[config.mk]
export PLATFORM = sky130hd
export DESIGN_NAME = fdc_sd_arbiter_flat
export DESIGN_NICKNAME = d
export VERILOG_FILES = /design/src/rtl/fdc_sd_arbiter_pkg.sv /design/src/rtl/fdc_sd_arbiter_if.sv /design/src/rtl/fdc_sd_arbiter_rr_pick.sv /design/src/rtl/fdc_sd_arbiter.sv /design/src/flat_wrapper.sv
export SDC_FILE = /design/constraint.sdc
export NUM_CORES = 1
export LEC_CHECK = 0
export ABC_AREA = 0
export CELL_PAD_IN_SITES_DETAIL_PLACEMENT = 1
export CELL_PAD_IN_SITES_GLOBAL_PLACEMENT = 1
export CORE_ASPECT_RATIO = 1.25
export CORE_MARGIN = 2
export CORE_UTILIZATION = 27
export CTS_CLUSTER_DIAMETER = 100
export DETAILED_ROUTE_END_ITERATION = 8
export GPL_ROUTABILITY_DRIVEN = 1
export PLACE_DENSITY_LB_ADDON = 0.3
export SLEW_MARGIN = 20
export SYNTH_ARGS = -nofsm -noshare
export SYNTH_HDL_FRONTEND = slang
export SYNTH_HIERARCHICAL = 1
export SYNTH_SLANG_ARGS = --single-unit
[constraint.sdc]
create_clock -name CLK -period 2.7 [get_ports CLK]
set_input_delay 0.405 -clock CLK [delete_from_list [all_inputs] [get_ports CLK]]
set_output_delay 0.405 -clock CLK [all_outputs]
set_load 0.02 [all_outputs]
[src/rtl/fdc_sd_arbiter_pkg.sv]
// Shared definitions for the floppy SD-block arbiter slice.
//   arb_state_e : arbiter state encoding (IDLE, REQ, XFER)
//   N_PORTS_DEF : default number of drive channels
//   GRANT_W     : grant index width for the default channel count
//   grant_w()   : grant index width for an arbitrary channel count
package coco_sd_pkg;

  typedef enum logic [1:0] {
    IDLE = 2'd0,
    REQ  = 2'd1,
    XFER = 2'd2
  } arb_state_e;

  localparam int unsigned N_PORTS_DEF = 4;
  localparam int unsigned GRANT_W     = $clog2(N_PORTS_DEF);

  function automatic int unsigned grant_w(input int unsigned n);
    return (n > 1) ? $clog2(n) : 1;
  endfunction

endpackage

[src/rtl/fdc_sd_arbiter_if.sv]
// Bus bundle between the per-drive wd1793 SD channels and the hps_io SD port.
//   fdc_lba/fdc_rd/fdc_wr/fdc_buff_din : per-drive request side (into arbiter)
//   fdc_ack                            : per-drive acknowledge (from arbiter)
//   sd_lba/sd_rd/sd_wr/sd_buff_din     : merged request toward hps_io
//   sd_ack                             : acknowledge from hps_io
// modport master : arbiter view; modport slave : drives + host view.
interface fdc_sd_arbiter_if
  import coco_sd_pkg::*;
#(
  parameter int unsigned N_PORTS = N_PORTS_DEF
) ();

  logic [N_PORTS-1:0][31:0] fdc_lba;
  logic [N_PORTS-1:0]       fdc_rd;
  logic [N_PORTS-1:0]       fdc_wr;
  logic [N_PORTS-1:0]       fdc_ack;
  logic [N_PORTS-1:0][7:0]  fdc_buff_din;
  logic [31:0]              sd_lba;
  logic                     sd_rd;
  logic                     sd_wr;
  logic                     sd_ack;
  logic [7:0]               sd_buff_din;

  modport master (
    input  fdc_lba, fdc_rd, fdc_wr, fdc_buff_din, sd_ack,
    output fdc_ack, sd_lba, sd_rd, sd_wr, sd_buff_din
  );

  modport slave (
    output fdc_lba, fdc_rd, fdc_wr, fdc_buff_din, sd_ack,
    input  fdc_ack, sd_lba, sd_rd, sd_wr, sd_buff_din
  );

endinterface

[src/rtl/fdc_sd_arbiter_rr_pick.sv]
// Combinational round-robin priority encoder.
//   pend_i  : per-drive pending request vector
//   last_i  : index of the drive served last
//   valid_o : at least one request pending
//   idx_o   : first pending index scanning from last_i+1 (mod N_PORTS)
module rr_pick
  import coco_sd_pkg::*;
#(
  parameter  int unsigned N_PORTS = N_PORTS_DEF,
  localparam int unsigned GW      = grant_w(N_PORTS)
) (
  input  logic [N_PORTS-1:0] pend_i,
  input  logic [GW-1:0]      last_i,
  output logic               valid_o,
  output logic [GW-1:0]      idx_o
);

  logic [GW-1:0] cand;

  always_comb begin
    valid_o = 1'b0;
    idx_o   = '0;
    cand    = '0;
    for (int unsigned k = 1; k <= N_PORTS; k++) begin
      cand = GW'((32'(last_i) + k) % N_PORTS);
      if (!valid_o && pend_i[cand]) begin
        valid_o = 1'b1;
        idx_o   = cand;
      end
    end
  end

endmodule

[src/rtl/fdc_sd_arbiter.sv]
// Merges N_PORTS wd1793 SD block-request channels onto the single hps_io SD
// port. One request is forwarded at a time, picked round-robin; ack and
// buffer-read data are routed back to the granted drive only.
//   CLK, RESET_N : clock, asynchronous active-low reset
//   bus          : drive/host bundle (master modport)
//   grant        : index of current or last granted drive
//   busy         : arbiter not idle
//   timeout_err  : sticky, set when a request is never acknowledged
module fdc_sd_arbiter
  import coco_sd_pkg::*;
#(
  parameter  int unsigned N_PORTS = N_PORTS_DEF,
  parameter  int unsigned TO_BITS = 24,
  localparam int unsigned GW      = grant_w(N_PORTS)
) (
  input  logic                 CLK,
  input  logic                 RESET_N,
  fdc_sd_arbiter_if.master     bus,
  output logic [GW-1:0]        grant,
  output logic                 busy,
  output logic                 timeout_err
);

  arb_state_e         state_q, state_d;
  logic [GW-1:0]      last_q, last_d;
  logic [GW-1:0]      grant_q, grant_d;
  logic [31:0]        lba_q, lba_d;
  logic               rd_q, rd_d;
  logic               wr_q, wr_d;
  logic [TO_BITS-1:0] wd_q, wd_d;
  logic               busy_q, busy_d;
  logic               to_q, to_d;

  logic [N_PORTS-1:0] pend;
  logic               pick_valid;
  logic [GW-1:0]      pick_idx;
  logic               g_req;
  logic [TO_BITS-1:0] wd_inc;

  assign pend   = bus.fdc_rd | bus.fdc_wr;
  assign g_req  = bus.fdc_rd[grant_q] | bus.fdc_wr[grant_q];
  assign wd_inc = wd_q + 1'b1;

  rr_pick #(.N_PORTS(N_PORTS)) u_pick (
    .pend_i  (pend),
    .last_i  (last_q),
    .valid_o (pick_valid),
    .idx_o   (pick_idx)
  );

  always_comb begin
    state_d = state_q;
    last_d  = last_q;
    grant_d = grant_q;
    lba_d   = lba_q;
    rd_d    = rd_q;
    wr_d    = wr_q;
    wd_d    = wd_q;
    to_d    = to_q;
    unique case (state_q)
      IDLE: begin
        if (pick_valid) begin
          grant_d = pick_idx;
          lba_d   = bus.fdc_lba[pick_idx];
          // read wins when both are raised; the write stays pending
          rd_d    = bus.fdc_rd[pick_idx];
          wr_d    = ~bus.fdc_rd[pick_idx];
          wd_d    = '0;
          state_d = REQ;
        end
      end
      REQ: begin
        if (bus.sd_ack) begin
          rd_d    = 1'b0;
          wr_d    = 1'b0;
          state_d = XFER;
        end else if (!g_req) begin
          // cancelled by the drive: keep priority order unchanged
          rd_d    = 1'b0;
          wr_d    = 1'b0;
          state_d = IDLE;
        end else if (&wd_inc) begin
          rd_d    = 1'b0;
          wr_d    = 1'b0;
          to_d    = 1'b1;
          last_d  = grant_q;
          state_d = IDLE;
        end else begin
          wd_d = wd_inc;
        end
      end
      XFER: begin
        if (!bus.sd_ack) begin
          last_d  = grant_q;
          state_d = IDLE;
        end
      end
      default: state_d = IDLE;
    endcase
    busy_d = (state_d != IDLE);
  end

  always_ff @(posedge CLK or negedge RESET_N) begin
    if (!RESET_N) begin
      state_q <= IDLE;
      last_q  <= GW'(N_PORTS - 1);
      grant_q <= '0;
      lba_q   <= '0;
      rd_q    <= 1'b0;
      wr_q    <= 1'b0;
      wd_q    <= '0;
      busy_q  <= 1'b0;
      to_q    <= 1'b0;
    end else begin
      state_q <= state_d;
      last_q  <= last_d;
      grant_q <= grant_d;
      lba_q   <= lba_d;
      rd_q    <= rd_d;
      wr_q    <= wr_d;
      wd_q    <= wd_d;
      busy_q  <= busy_d;
      to_q    <= to_d;
    end
  end

  // Zero-latency return path, gated to the granted drive only.
  always_comb begin
    bus.fdc_ack     = '0;
    bus.sd_buff_din = '0;
    if (state_q != IDLE) bus.fdc_ack[grant_q] = bus.sd_ack;
    if (state_q == XFER) bus.sd_buff_din = bus.fdc_buff_din[grant_q];
  end

  assign bus.sd_lba   = lba_q;
  assign bus.sd_rd    = rd_q;
  assign bus.sd_wr    = wr_q;
  assign grant        = grant_q;
  assign busy         = busy_q;
  assign timeout_err  = to_q;

endmodule

[src/flat_wrapper.sv]
// flat-port wrapper written by rule: the top's interface ports become plain ports
module fdc_sd_arbiter_flat import coco_sd_pkg::*;
#(
  parameter  int unsigned N_PORTS = N_PORTS_DEF,
  parameter  int unsigned TO_BITS = 24,
  localparam int unsigned GW      = grant_w(N_PORTS)
)
  (CLK, RESET_N, grant, busy, timeout_err, bus_fdc_lba, bus_fdc_rd, bus_fdc_wr, bus_fdc_buff_din, bus_sd_ack, bus_fdc_ack, bus_sd_lba, bus_sd_rd, bus_sd_wr, bus_sd_buff_din);
  fdc_sd_arbiter_if #(.N_PORTS(N_PORTS)) bus_i ();
  input  logic CLK;
  input  logic RESET_N;
  output logic [GW-1:0] grant;
  output logic busy;
  output logic timeout_err;
  input wire logic [$bits(bus_i.fdc_lba)-1:0] bus_fdc_lba;
  input wire logic [$bits(bus_i.fdc_rd)-1:0] bus_fdc_rd;
  input wire logic [$bits(bus_i.fdc_wr)-1:0] bus_fdc_wr;
  input wire logic [$bits(bus_i.fdc_buff_din)-1:0] bus_fdc_buff_din;
  input wire logic [$bits(bus_i.sd_ack)-1:0] bus_sd_ack;
  output wire logic [$bits(bus_i.fdc_ack)-1:0] bus_fdc_ack;
  output wire logic [$bits(bus_i.sd_lba)-1:0] bus_sd_lba;
  output wire logic [$bits(bus_i.sd_rd)-1:0] bus_sd_rd;
  output wire logic [$bits(bus_i.sd_wr)-1:0] bus_sd_wr;
  output wire logic [$bits(bus_i.sd_buff_din)-1:0] bus_sd_buff_din;
  assign bus_i.fdc_lba = bus_fdc_lba;
  assign bus_i.fdc_rd = bus_fdc_rd;
  assign bus_i.fdc_wr = bus_fdc_wr;
  assign bus_i.fdc_buff_din = bus_fdc_buff_din;
  assign bus_i.sd_ack = bus_sd_ack;
  assign bus_fdc_ack = bus_i.fdc_ack;
  assign bus_sd_lba = bus_i.sd_lba;
  assign bus_sd_rd = bus_i.sd_rd;
  assign bus_sd_wr = bus_i.sd_wr;
  assign bus_sd_buff_din = bus_i.sd_buff_din;
  fdc_sd_arbiter #(.N_PORTS(N_PORTS), .TO_BITS(TO_BITS)) u_core (.CLK(CLK), .RESET_N(RESET_N), .bus(bus_i), .grant(grant), .busy(busy), .timeout_err(timeout_err));
endmodule
* Word-level counts from Yosys, hierarchy flattened
Index checks and enable logic that the tools add are counted.
Word-level totals: word-level logic and storage cells 106, bits in writable memories 0, bits in latches 0, flip-flop bits (word level) 66, memories 0, ROM bits 0, input bits 171
Operators by class: divide/modulo/power cells 0, magnitude comparators 7, reduce and logical (&&, ||, !) cells 18, equal/unequal tests 9, multiply operators 0, add/sub/neg operators 5, shifts and indexed selects 0, bitwise logic cells 5, mux-type cells 53
Operators with widths (number):
- two-way mux 24 bit | 4
- binary-select mux 32 bit (select 2 bit) | 1
- one-hot mux 24 bit (2 select lines) | 1
- two-way mux 32 bit | 1
- AND reduction 27 bit | 1
- two-way mux 2 bit | 13
- adder 24 x 1 -> 24 bit (second input constant) | 1
- AND reduction 24 bit | 1
- less-than comparator 2 x 3 -> 1 bit (second input constant) | 6
- two-way mux 1 bit | 17
- binary-select mux 8 bit (select 2 bit) | 1
- two-way mux 8 bit | 2
- binary-select mux 1 bit (select 2 bit) | 7
- AND reduction 5 bit | 2
- nonzero test 2 bit | 4
- != test 2 x 1 -> 1 bit (second input constant) | 3
- != test 2 bit (second input constant) | 3
- one-hot mux 2 bit (3 select lines) | 1
- adder 2 x 1 -> 2 bit (second input constant) | 2
- adder 2 bit (second input constant) | 2
- AND 4 bit | 1
- logical AND 1 bit | 4
- two-way mux 4 bit | 1
- != test 4 bit (second input constant) | 1
- 13 further kinds | 17

* Longest topological paths before layout
depth in word-level cells 18, gate-level depth with buffers 12, depth with buffers taken out 10

* By module
The synthesis kept the hierarchy.
Modules (own cells, without submodules):
- fdc_sd_arbiter | cells each 470, area each 4508.1 µm², times used 1
- rr_pick | cells each 14, area each 91.3 µm², times used 1

* Worst setup path before layout
Ideal clock, no wire load.
kind register to register, start point register u_core.wd_q[1], end point register u_core.wd_q[16], data arrival time 2744 ps, period minus slack after synthesis 2867 ps, stages on the path, launching flop included 11, slack -167 ps, path buffers 1, library setup time 124 ps, path through dfrtp_1 -> ha_1 -> clkbuf_1 -> nand2_1 -> or4b_4 -> a211oi_2 -> o221ai_2 -> nor4_4 -> a21oi_2 -> and3_4 -> a211o_1
On the way: longest elaborated chain between the ends 5
RTL lines:
- start: declaration | RTL line fdc_sd_arbiter.sv:30 | logic [TO_BITS-1:0] wd_q, wd_d;
- start signal: assignment | RTL line fdc_sd_arbiter.sv:121 | wd_q <= wd_d;
- adder 24 x 1 -> 24 bit (*) | RTL line fdc_sd_arbiter.sv:42 | assign wd_inc = wd_q + 1'b1;
- parallel branches: the longest is 4 deep, another holds AND reduction 24 bit
Every way passes the cells marked *. The select of a mux whose other input is x is not followed. A chain may end at the register's enable or synchronous reset.

* Worst setup path in the final report
start point register u_core.wd_q[0], end point register u_core.wd_q[16]
The elaborated chain is that of the path after synthesis.

==> qor.yml <==
route:
  dr.first_iter.drc_count: 190
  firstDrtPassIters: 4
  antenna_left: 0
  num_vias: 4842
  routed_wl_um: 18400
  drc: 0
  wl_per_cell_um: 19.2
  drt-vias-per-instance: 5.06
floorplanning:
  die_x_um: 121
  num_io_pins: 221
  rows: 53
  core-area_mm2: 0.0168
  die_h_um: 150
  dieArea_mm2: 0.0181
  start_util: 0.274
cells_and_area:
  layout_commonest_cell: "clkdlybuf4s50_1"
  fin_cells: 956
  final_cell_mix: "219 x clkdlybuf4s50_1, 128 x nand2_1, 62 x dfrtp_1"
  fill_cells: 1879
  multiInputGateArea_mm2: 0.00286
  area_delta_synth_final_pct: 70.8
  layout-drive-gt1-share: 0.198
  antenna_cells: 0
  layout.nets: 904
  register_area_mm2: 0.00166
  design_area_mm2: 0.00786
power_and_ir_drop:
  ir_drop_mv: 0.300
  p_leak_nw: 3.21
  power.density_mw_per_mm2: 797
  p_total_mw: 6.26
sta:
  rsz0062_at_grt: "yes"
  hold_viol: 0
  fin_crit_ns: 2.68
  setup_tns_ns: 0
  slew_headroom: 0.554
  worstMarginPinSlew_ns: 0.667
  holdWs_ns: 0.0793
  finalMaxSlewViolations: 0
  setup_violations: 0
  finClkSkew_ns: 0.00815
  fmax_ghz: 0.373
  fin_crit_sh: 0.993
logic_synthesis:
  synthSimpleGateAreaFrac: 0.249
  synth_compound_area_frac: 0.129
  synthFlopType: "dfrtp_1"
  synth_nets: 657
  synth-adder-area-share: 0.00544
  synth_top_family_by_area: "simple AND/OR/NAND/NOR gates"
  ys_seq_area_frac: 0.360
  synth_xor_xnor_area_share: 0.00381
  synth_cells: 484
  yosys_warnings: 6
  async_reset_ff_frac: 1.00
  synth_area_per_cell_um2: 9.50
  synth.area.mux_share: 0.210
  synthTopCellsByArea: "dfrtp_1 35%, mux4_2 20%, nand2_1 11%, o21ai_0 2.7%, clkbuf_1 1.8%"
  yosysUniqueCellTypes: 58
  synth-edff-count: 0
  synth_top_cell_area_share: 0.348
  syn_area_mm2: 0.00460
  synth.largest_area_cell: "dfrtp_1"
  synth-seq-cells: 66
setup_path:
  required_ns: 2.91
  critPathArrivalTime_ns: 2.89
  crit_type: "reg2reg"
  r2r_slack_ns: 0.02
  end_kind: "flip-flop"
  cp_max_fo: 6
  startpoint_type: "flip-flop"
cts:
  clk_pin_slew_ns: 0.06
  hold_buffers: 0
  numCtsBuffers: 9
  cts.path.max_buffers: 2
  htree_levels: 3
  cts-root-buf: "clkbuf_16"
  cts_tree: "built"
  clkSinkCount: 66
  clkLatencyLatePin_ns: 0.33
global_routing:
  grt_pass1_wl_um: 28900
  grt.overflow.total: 0
  antenna_found_initial: 0
  first_global_vias: 5502
  grt_max_degree: 67
  track_usage: 0.206
placement:
  place_congestion: 0.889
  hpwlAfterDp_um: 14500
  dpl_cell_area_mm2: 0.00733
  dp_cells: 935
  io_buffers: 220
status:
  run_status: "finished clean"
run:
  cap_violations: 0
worst_hold_path:
  holdCritPathClass: "in2async"
-- routing by layer --
metal	global-route usage	routed length, µm	vias to the layer above
met5	0	0	-
met4	0.0576	376	0
met3	0.0495	1260	29
met2	0.386	10000	188
met1	0.230	6750	2368
li1	-	-	2257
-- kinds of logic after synthesis --
| kind of cell | after synthesis |
|---|---|
| fa+ha+maj | 2 |
| mux | 45 |
| compound gates | 89 |
| buf+inv | 43 |
| flops | 66 |
| xor+xnor | 2 |
| simple gates | 237 |
-- power by group --
part / internal [mW] / leakage (nW) / switching, mW
Clock: 1.02 / 0.180 / 0.446
Combinational: 1.48 / 2.18 / 1.68
Sequential: 1.33 / 0.844 / 0.306
Total: 3.83 / 3.21 / 2.44
-- worst paths after layout --
check                                 startpoint               endpoint  depth (start not counted)
setup / recovery                  u_core/wd_q[0]        u_core/wd_q[16]                         10
min in group CLK           u_core/bus.sd_lba[11]  u_core/bus.sd_lba[11]                          2
setup reg to reg                  u_core/wd_q[0]        u_core/wd_q[16]                         10
max in group asynchronous                RESET_N       u_core/last_q[0]                          2
hold reg to reg            u_core/bus.sd_lba[11]  u_core/bus.sd_lba[11]                          2
hold / removal                           RESET_N            u_core/busy                          2
-- critical path, cell delays in order, from the launching register on --
cell	delay, ns
dfrtp_1	0.42
ha_2	0.22
nand2_2	0.08
or4b_4	0.51
a211oi_4	0.23
o221ai_2	0.15
nor4_4	0.21
buf_4	0.18
a21oi_4	0.09
and3_4	0.20
a211o_1	0.26
-- what timing repair did --
| item | CTS | global route |
|---|---|---|
| setup endpoints to repair | 15 | 28 |
| cloned | 0 | 1 |
| resized for setup | 4 | 19 |
| buffers inserted | 0 | 4 |
| pin swaps | 1 | 4 |
-- through the flow --
| stage | util | setup WS, ns |
|---|---|---|
| detailed placement | 0.437 | -0.0880 |
| floorplan | - | 0.0603 |
| global placement | 0.437 | -0.0288 |
| global route | 0.468 | -0.0538 |
| CTS | 0.460 | 0.00958 |
| finish | 0.468 | 0.0178 |
-- cell type report --
cell class | instances | share of cell area
multi-input combinational | 375 | 0.365
tap | 220 | 0.0350
clock buffer | 11 | 0.0309
inverter | 8 | 0.00414
sequential | 66 | 0.211
timing repair buffer | 271 | 0.339
clock inverter | 5 | 0.0159
-- state kept, by name (all words and copies together), names as in the netlist --
signal	count
u_core/bus.sd_lba	32
u_core/wd_q	24
u_core/grant	2
u_core/last_q	2
u_core/state_q	2
u_core/bus.sd_rd	1
u_core/bus.sd_wr	1
u_core/busy	1
u_core/timeout_err	1
-- synthesized netlist by cell type, types with 3 or more instances --
cell	count
clkbuf_1	22
o21ai_1	4
buf_1	4
mux2i_1	3
mux4_2	41
nand3_1	14
nor2_1	22
nor3_1	11
nor4_1	4
nand4_1	6
a211o_1	6
and3_1	8
a31oi_1	13
or2_2	4
inv_1	7
o21ai_0	25
o41ai_1	3
o31ai_1	10
nand2b_1	8
dfrtp_1	64
buf_2	3
a21oi_1	12
nand2_1	129
buf_6	4
nor2b_1	12
(Power assumes the default switching activity.)
